### config.mk
export PLATFORM = sky130hd
export DESIGN_NAME = decoder24_hold
export DESIGN_NICKNAME = d
export VERILOG_FILES = /design/src/rtl/decoder24_hold.sv
export SDC_FILE = /design/constraint.sdc
export NUM_CORES = 1
export LEC_CHECK = 0
export CORE_MARGIN = 4
export CORE_UTILIZATION = 29
export DETAILED_ROUTE_END_ITERATION = 16
export GPL_TIMING_DRIVEN = 0
export SLEW_MARGIN = 20
export SYNTH_ARGS = -nofsm -noshare
export SYNTH_HDL_FRONTEND = slang
export SYNTH_SLANG_ARGS = --single-unit
### constraint.sdc
create_clock -name clk -period 2.61 [get_ports clk]
set_input_delay 0.783 -clock clk [delete_from_list [all_inputs] [get_ports clk]]
set_output_delay 0.783 -clock clk [all_outputs]
set_load 0.01 [all_outputs]
### src/rtl/decoder24_hold.sv
// decoder24_hold: sequential 2-to-4 decoder with a programmable hold time.
// Accepts a 2-bit code over valid/ready, drives the one-hot y for HOLD_CYCLES
// cycles (done pulses on the last one), then returns to idle.
//
// Ports:
//   clk       rising-edge clock
//   rst_n     asynchronous active-low reset
//   en        block enable; low aborts a hold and blocks acceptance
//   in_valid  in_code is valid this cycle
//   in_code   code to decode (0..3)
//   in_ready  combinational: block can accept a code this cycle
//   y         registered one-hot output, 4'b0000 when idle
//   y_valid   y carries a decoded value
//   done      one-cycle pulse on the final hold cycle
//   count     accepted-code counter, wraps modulo 2^CNT_W
module decoder24_hold #(
  parameter int unsigned HOLD_CYCLES = 4,
  parameter int unsigned CNT_W       = 8
) (
  input  logic             clk,
  input  logic             rst_n,
  input  logic             en,
  input  logic             in_valid,
  input  logic [1:0]       in_code,
  output logic             in_ready,
  output logic [3:0]       y,
  output logic             y_valid,
  output logic             done,
  output logic [CNT_W-1:0] count
);

  localparam int unsigned HOLD_W = 8;

  typedef enum logic {
    IDLE = 1'b0,
    HOLD = 1'b1
  } state_t;

  state_t            state;
  logic [HOLD_W-1:0] hold_cnt;
  logic              accept;

  // Ready only when idle, enabled and out of reset.
  assign in_ready = (state == IDLE) && en && rst_n;
  assign accept   = in_valid && in_ready;

  // FSM with registered outputs; done is set one cycle early so it lands
  // on the final hold cycle.
  always_ff @(posedge clk or negedge rst_n) begin
    if (!rst_n) begin
      state    <= IDLE;
      y        <= 4'b0000;
      y_valid  <= 1'b0;
      done     <= 1'b0;
      count    <= '0;
      hold_cnt <= '0;
    end else begin
      case (state)
        IDLE: begin
          y       <= 4'b0000;
          y_valid <= 1'b0;
          done    <= 1'b0;
          if (accept) begin
            y        <= 4'b0001 << in_code;
            y_valid  <= 1'b1;
            done     <= (HOLD_CYCLES == 1);
            hold_cnt <= HOLD_W'(HOLD_CYCLES - 1);
            count    <= count + CNT_W'(1);
            state    <= HOLD;
          end
        end
        HOLD: begin
          if (!en) begin
            // Abort: release immediately, no done pulse, count untouched.
            y        <= 4'b0000;
            y_valid  <= 1'b0;
            done     <= 1'b0;
            hold_cnt <= '0;
            state    <= IDLE;
          end else if (hold_cnt == '0) begin
            y       <= 4'b0000;
            y_valid <= 1'b0;
            done    <= 1'b0;
            state   <= IDLE;
          end else begin
            hold_cnt <= hold_cnt - HOLD_W'(1);
            done     <= (hold_cnt == HOLD_W'(1));
          end
        end
        default: begin
          state   <= IDLE;
          y       <= 4'b0000;
          y_valid <= 1'b0;
          done    <= 1'b0;
        end
      endcase
    end
  end

endmodule

Yosys cells after proc, flatten, opt, wreduce, memory -nomap -nowiden
Cells that the tools add are included.
{"block": "classes", "addsub": 2, "multipliers": 0, "div_mod_pow": 0, "n_lt_le_gt_ge": 0, "n_eq_ne": 4, "shifts": 1, "muxes": 18, "bitwise": 1, "reduce_logical": 6}
{"operator": "8-bit two-way mux", "count": 3}
{"operator": "8-bit case mux with 2 select lines", "count": 1}
{"operator": "4-bit two-way mux", "count": 3}
{"operator": "8-bit by 1-bit adder with 8-bit output (second input constant)", "count": 1}
{"operator": "8-bit by 1-bit equality test with 1-bit output (second input constant)", "count": 1}
{"operator": "8-bit logical NOT", "count": 1}
{"operator": "4-bit case mux with 2 select lines", "count": 1}
{"operator": "8-bit by 1-bit subtractor with 8-bit output (second input constant)", "count": 1}
{"operator": "1-bit two-way mux", "count": 7}
{"operator": "1-bit case mux with 2 select lines", "count": 3}
{"operator": "2-bit AND reduction", "count": 2}
{"operator": "1-bit by 2-bit left shift with 4-bit output (first input constant)", "count": 1}
{"operator": "1-bit logical AND", "count": 3}
{"operator": "3-bit by 2-bit != test with 1-bit output (second input constant)", "count": 1}
{"operator": "3-bit != test (second input constant)", "count": 1}
{"operator": "2-bit != test (second input constant)", "count": 1}
{"operator": "1-bit NOT", "count": 1}
{"block": "word_totals", "register_bits": 23, "latch_bits": 0, "ramBits": 0, "rom_bits": 0, "inputBits": 6, "elab_cells": 38, "mem_count": 0}

Depth between registers and ports, before layout
Gate-level depths: netlist (run 1).
{"block": "depth", "ltp_word": 6, "ltp_mapped": 6, "mapped_depth_nobuf": 6}

Least setup slack after synthesis (run 1)
No wires, ideal clock.
{"block": "synth_path", "path_kind": "input-to-reg", "start": "in en", "end": "reg hold_cnt[6]", "arrival_ns": 1.804, "required_time_ns": 2.533, "setup_slack_ns": 0.729, "stages": 4, "n_path_buf": 0, "cell_sequence": "nand2_1 -> o211ai_1 -> or4_2 -> a21oi_1"}
{"block": "synth_between", "elab_chain_len": 5, "elab_cells_between_ends": 8, "classes_between": "eq/ne (2); mux (2); reduce/logical (4)"}
{"item": "start, declared", "line": "22", "source": "input logic en,"}
{"item": "1-bit logical AND (2 in a row)", "line": "44", "source": "assign in_ready = (state == IDLE) && en && rst_n;"}
{"item": "1-bit logical AND", "line": "45", "source": "assign accept = in_valid && in_ready;"}
{"item": "2-bit != test (no line)"}
{"item": "2-bit AND reduction (no line)"}
{"item": "end signal, assigned", "line": "67", "source": "hold_cnt <= HOLD_W'(HOLD_CYCLES - 1);"}
{"item": "end signal, assigned", "line": "86", "source": "hold_cnt <= hold_cnt - HOLD_W'(1);"}
{"item": "end, declared", "line": "40", "source": "logic [HOLD_W-1:0] hold_cnt;"}
Parallel ways exist; a longest one is shown, timed or not.
A chain may end at the register's enable or synchronous reset.

Worst setup path in the final report (run 1)
{"block": "layout_path", "start": "in en", "end": "out in_ready"}
{"block": "layout_between", "elab_chain_len": 2}
{"item": "1-bit logical AND (2 in a row)", "line": "44"}
{"item": "end, declared", "line": "25", "source": "output logic in_ready,"}
Every way passes these cells.

==> report_table.html, run 1 <==
<table>
<tr><th>Metric</th><th>Value</th></tr>
<tr><th colspan="2">Yosys</th></tr>
<tr><td>Count of yosys warnings during synthesis</td><td>0</td></tr>
<tr><td>Syn avg cell area</td><td>10.85 um^2</td></tr>
<tr><td>Most used flip-flop cell after synthesis</td><td>sky130_fd_sc_hd__dfrtp_1</td></tr>
<tr><td>Number of flops mapped to enable cells by yosys</td><td>0</td></tr>
<tr><td>Post-Syn Instances</td><td>104</td></tr>
<tr><td>Synthesized net count</td><td>113</td></tr>
<tr><td>Seq/Total Area, Yosys</td><td>51.00%</td></tr>
<tr><td>Number of library cell types mapped by synthesis</td><td>36</td></tr>
<tr><td>Cell Area, Synth</td><td>0.001129 mm^2</td></tr>
<tr><td>Post-synthesis async set-or-reset flop share</td><td>100.0%</td></tr>
<tr><td>Number of register bits inferred by synthesis</td><td>23</td></tr>
<tr><th colspan="2">STA</th></tr>
<tr><td>Max-slew violation count</td><td>0</td></tr>
<tr><td>Least-Margin Pin Slew</td><td>0.5927 ns</td></tr>
<tr><td>RSZ-0062 raised after global routing</td><td>no</td></tr>
<tr><td>Final critical-path share of the clock period</td><td>97.45%</td></tr>
<tr><td>Final setup violation count</td><td>0</td></tr>
<tr><td>Worst-case setup margin in the final layout</td><td>0.06668 ns</td></tr>
<tr><td>Hold Fails Final Rpt</td><td>0</td></tr>
<tr><td>Maximum achievable frequency</td><td>393.2 MHz</td></tr>
<tr><td>Post-route minimum period</td><td>2.543 ns</td></tr>
<tr><td>Clock skew</td><td>0.003360 ns</td></tr>
<tr><td>Worst hold slack across all endpoints</td><td>0.3383 ns</td></tr>
<tr><td>Final-layout setup total negative slack</td><td>0 ns</td></tr>
<tr><td>Worst rel slew slack</td><td>60.31%</td></tr>
<tr><th colspan="2">Worst setup path</th></tr>
<tr><td>Worst EP required</td><td>1.83 ns</td></tr>
<tr><td>CP Capture Type</td><td>output pin</td></tr>
<tr><td>Worst reg-to-reg setup slack</td><td>0.66 ns</td></tr>
<tr><td>Start point of the critical path</td><td>en</td></tr>
<tr><td>Setup Crit Path Kind</td><td>in2out</td></tr>
<tr><td>Data arrival, critical path</td><td>1.76 ns</td></tr>
<tr><td>Maximum fanout encountered on the critical timing path</td><td>7</td></tr>
<tr><td>FF-to-FF Start</td><td>hold_cnt[0]</td></tr>
<tr><td>CP startpoint kind</td><td>input port</td></tr>
<tr><th colspan="2">Floorplan</th></tr>
<tr><td>Top-Level Pins</td><td>21</td></tr>
<tr><td>Full die area</td><td>0.004954 mm^2</td></tr>
<tr><td>Starting density of the core</td><td>30.37%</td></tr>
<tr><td>Core footprint</td><td>0.003716 mm^2</td></tr>
<tr><td>Die height</td><td>70.39 um</td></tr>
<tr><td>Width of the chip</td><td>70.39 um</td></tr>
<tr><td>Row Count</td><td>22</td></tr>
<tr><th colspan="2">Global routing</th></tr>
<tr><td>Overall routing resource usage</td><td>9.524%</td></tr>
<tr><td>Residual overflow from global routing</td><td>0</td></tr>
<tr><td>Global-route wire length before repair</td><td>3877 um</td></tr>
<tr><td>Vias in the first global route</td><td>877</td></tr>
<tr><td>Maximum number of pins on one net before global-route repair</td><td>27</td></tr>
<tr><td>Antenna violations before repair</td><td>0</td></tr>
<tr><th colspan="2">Clock network</th></tr>
<tr><td>Number of buffers inserted during clock tree synthesis</td><td>3</td></tr>
<tr><td>Hold buffer count at CTS</td><td>0</td></tr>
<tr><td>TritonCTS clock tree</td><td>built</td></tr>
<tr><td>Number of instances resized during post-cts repair</td><td>10</td></tr>
<tr><td>Clock-pin slew on the worst setup and hold paths</td><td>0.09 ns</td></tr>
<tr><td>CTS max path bufs</td><td>2</td></tr>
<tr><td>Clock latency at the later pin of the worst-skew pair</td><td>0.26 ns</td></tr>
<tr><td>Clk sinks</td><td>23</td></tr>
<tr><td>Post-CTS Setup Repair Bufs</td><td>0</td></tr>
<tr><td>Library cell used as clock root buffer</td><td>sky130_fd_sc_hd__clkbuf_8</td></tr>
<tr><td>Deepest level of the CTS H-tree</td><td>1</td></tr>
<tr><th colspan="2">Layout</th></tr>
<tr><td>Post-Layout Cell Count</td><td>176</td></tr>
<tr><td>Final #Nets</td><td>138</td></tr>
<tr><td>Relative area change from synthesis to final layout</td><td>27.72%</td></tr>
<tr><td>Total inserted antenna cells</td><td>0</td></tr>
<tr><td>Fraction of layout cells with a size suffix above 1</td><td>16.41%</td></tr>
<tr><th colspan="2">Power</th></tr>
<tr><td>Peak supply drop</td><td>0.0004102 V</td></tr>
<tr><td>Pleak</td><td>0.6138 nW</td></tr>
<tr><td>Pwr Total</td><td>0.001191 W</td></tr>
<tr><td>Power density over the cells</td><td>826.1 mW/mm^2</td></tr>
<tr><th colspan="2">Routing</th></tr>
<tr><td>DRC violation count after routing</td><td>0</td></tr>
<tr><td>DRT iter0 DRCs</td><td>23</td></tr>
<tr><td>Via total after detailed routing</td><td>878</td></tr>
<tr><td>Post-Route WL</td><td>2210 um</td></tr>
<tr><td>Post-detailed-route via-to-cell ratio</td><td>4.989</td></tr>
<tr><td>ANT nets after route</td><td>0</td></tr>
<tr><td>Pre-antenna DRT Iters</td><td>4</td></tr>
<tr><td>Post-detailed-route wirelength per cell</td><td>12.56 um</td></tr>
<tr><th colspan="2">Place</th></tr>
<tr><td>Post-detailed-placement half-perimeter wirelength</td><td>1629 um</td></tr>
<tr><td>Final GP Congestion</td><td>0.7287</td></tr>
<tr><td>I/O Buffers</td><td>20</td></tr>
<tr><td>Pre-CTS setup slack</td><td>-1.139 ns</td></tr>
<tr><td>Count of placed standard cells including taps</td><td>172</td></tr>
<tr><th colspan="2">Status</th></tr>
<tr><td>Outcome</td><td>finished, final reports clean</td></tr>
<tr><th colspan="2">Min path</th></tr>
<tr><td>Class of the worst hold path</td><td>in2async</td></tr>
<tr><th colspan="2">Run</th></tr>
<tr><td>Max-capacitance violation count</td><td>0</td></tr>
</table>
-- flip-flops by register name (all words and copies together), names as in the netlist --
name	flops
hold_cnt	8
done	1
state	1
count	8
y	4
y_valid	1
-- cells in the final DEF (no fill, tap or decap), types with 2 or more instances in the layout --
master                            synthesis  layout
sky130_fd_sc_hd__nand2b_1                 2       2
sky130_fd_sc_hd__nand2_1                 11      11
sky130_fd_sc_hd__nand3_1                  3       3
sky130_fd_sc_hd__or4_2                    2       2
sky130_fd_sc_hd__clkbuf_8                 0       3
sky130_fd_sc_hd__inv_1                    4       4
sky130_fd_sc_hd__a31oi_1                  2       2
sky130_fd_sc_hd__or3_1                    2       2
sky130_fd_sc_hd__or3_2                    2       2
sky130_fd_sc_hd__nand4_1                  2       2
sky130_fd_sc_hd__buf_2                    2       2
sky130_fd_sc_hd__clkdlybuf4s50_1          0      18
sky130_fd_sc_hd__dfrtp_1                 23      23
sky130_fd_sc_hd__nand4b_1                 2       2
sky130_fd_sc_hd__xor2_1                   2       2
sky130_fd_sc_hd__nor2_1                   7       7
sky130_fd_sc_hd__xnor2_1                  6       6
sky130_fd_sc_hd__ha_1                     3       3
sky130_fd_sc_hd__o31ai_1                  4       4
sky130_fd_sc_hd__a32o_1                   2       2
sky130_fd_sc_hd__or2_2                    3       3
sky130_fd_sc_hd__a21oi_1                  3       3
sky130_fd_sc_hd__nor4_1                   2       2
-- report_power, final --
| part | switching [W] | total, W | internal [W] |
|---|---|---|---|
| combinational | 0.000218 | 0.000435 | 0.000217 |
| sequential | 0.0000922 | 0.000534 | 0.000442 |
| clock | 0.000116 | 0.000222 | 0.000106 |
-- path summary, 6_finish.rpt --
| kind | endpoint | cells after the start |
|---|---|---|
| max in group asynchronous | y[1] | 1 |
| setup reg to reg | hold_cnt[2] | 6 |
| min in group clk | count[7] | 1 |
| hold reg to reg | count[7] | 1 |
| hold / removal | done | 1 |
| setup / recovery | in_ready | 4 |
-- synthesized netlist by cell type (all sizes together), types with 3 or more instances --
cell type / instances / share of area [%]
dfrtp: 23 / 51
nand2: 11 / 3.7
nor2: 7 / 2.3
xnor2: 6 / 4.7
inv: 4 / 1.3
o31ai: 4 / 2.7
or3: 4 / 2.4
a21oi: 3 / 1.3
ha: 3 / 3.3
nand3: 3 / 1.3
or2: 3 / 1.7
or4: 3 / 2.2
-- routing by layer --
metal,up-vias,global-route usage [%],share of wire [%]
met3,0,2.878,4.1
met2,19,16.11,51
li1,428,-,-
met4,0,2.553,0
met5,-,0,0
met1,431,11.68,45
-- cell type report --
| class | count | area, um^2 |
|---|---|---|
| clock inverters | 1 | 5.005 |
| repair buffers | 20 | 206.4 |
| plain buffers | 2 | 10.01 |
| flip-flops and latches | 23 | 575.6 |
| inverters | 4 | 15.01 |
| multi-input cells | 75 | 528.0 |
| fillers | 375 | 2275 |
| clock buffers | 3 | 41.29 |
| well taps | 48 | 60.06 |
-- logic make-up after synthesis --
| logic type | after synthesis | synth area share [%] |
|---|---|---|
| and+or+nand+nor | 44 | 22.17 |
| DFF | 23 | 51.00 |
| AOI/OAI and AO/OA | 20 | 15.08 |
| xor gates and xnor gates | 8 | 6.209 |
| buffers and inverters | 6 | 2.217 |
| adders and majority gates | 3 | 3.326 |
-- through the flow --
| step | instance area (um^2) | util [%] |
|---|---|---|
| floorplan | 1129 | - |
| global route | 1441 | 38.79 |
| CTS | 1438 | 38.69 |
| global placement | 1389 | 37.37 |
| finish | 1441 | 38.79 |
| detailed placement | 1389 | 37.37 |
-- worst max-delay path: stages --
cell and delay (ns):
sky130_fd_sc_hd__clkdlybuf4s15_2 0.25, sky130_fd_sc_hd__nand2_1 0.10, sky130_fd_sc_hd__nor2_1 0.09, sky130_fd_sc_hd__clkdlybuf4s50_1 0.54
(Power assumes the default switching activity.)
==> run 2, diff against run 1 <==
--- a/config.mk
+++ b/config.mk
@@ -8,6 +8,7 @@
 export CORE_MARGIN = 4
 export CORE_UTILIZATION = 29
 export DETAILED_ROUTE_END_ITERATION = 16
+export GPL_ROUTABILITY_DRIVEN = 0
 export GPL_TIMING_DRIVEN = 0
 export SLEW_MARGIN = 20
 export SYNTH_ARGS = -nofsm -noshare
==> results of run 2 <==
No change in the layout: final DEF, timing and power equal those of run 1.
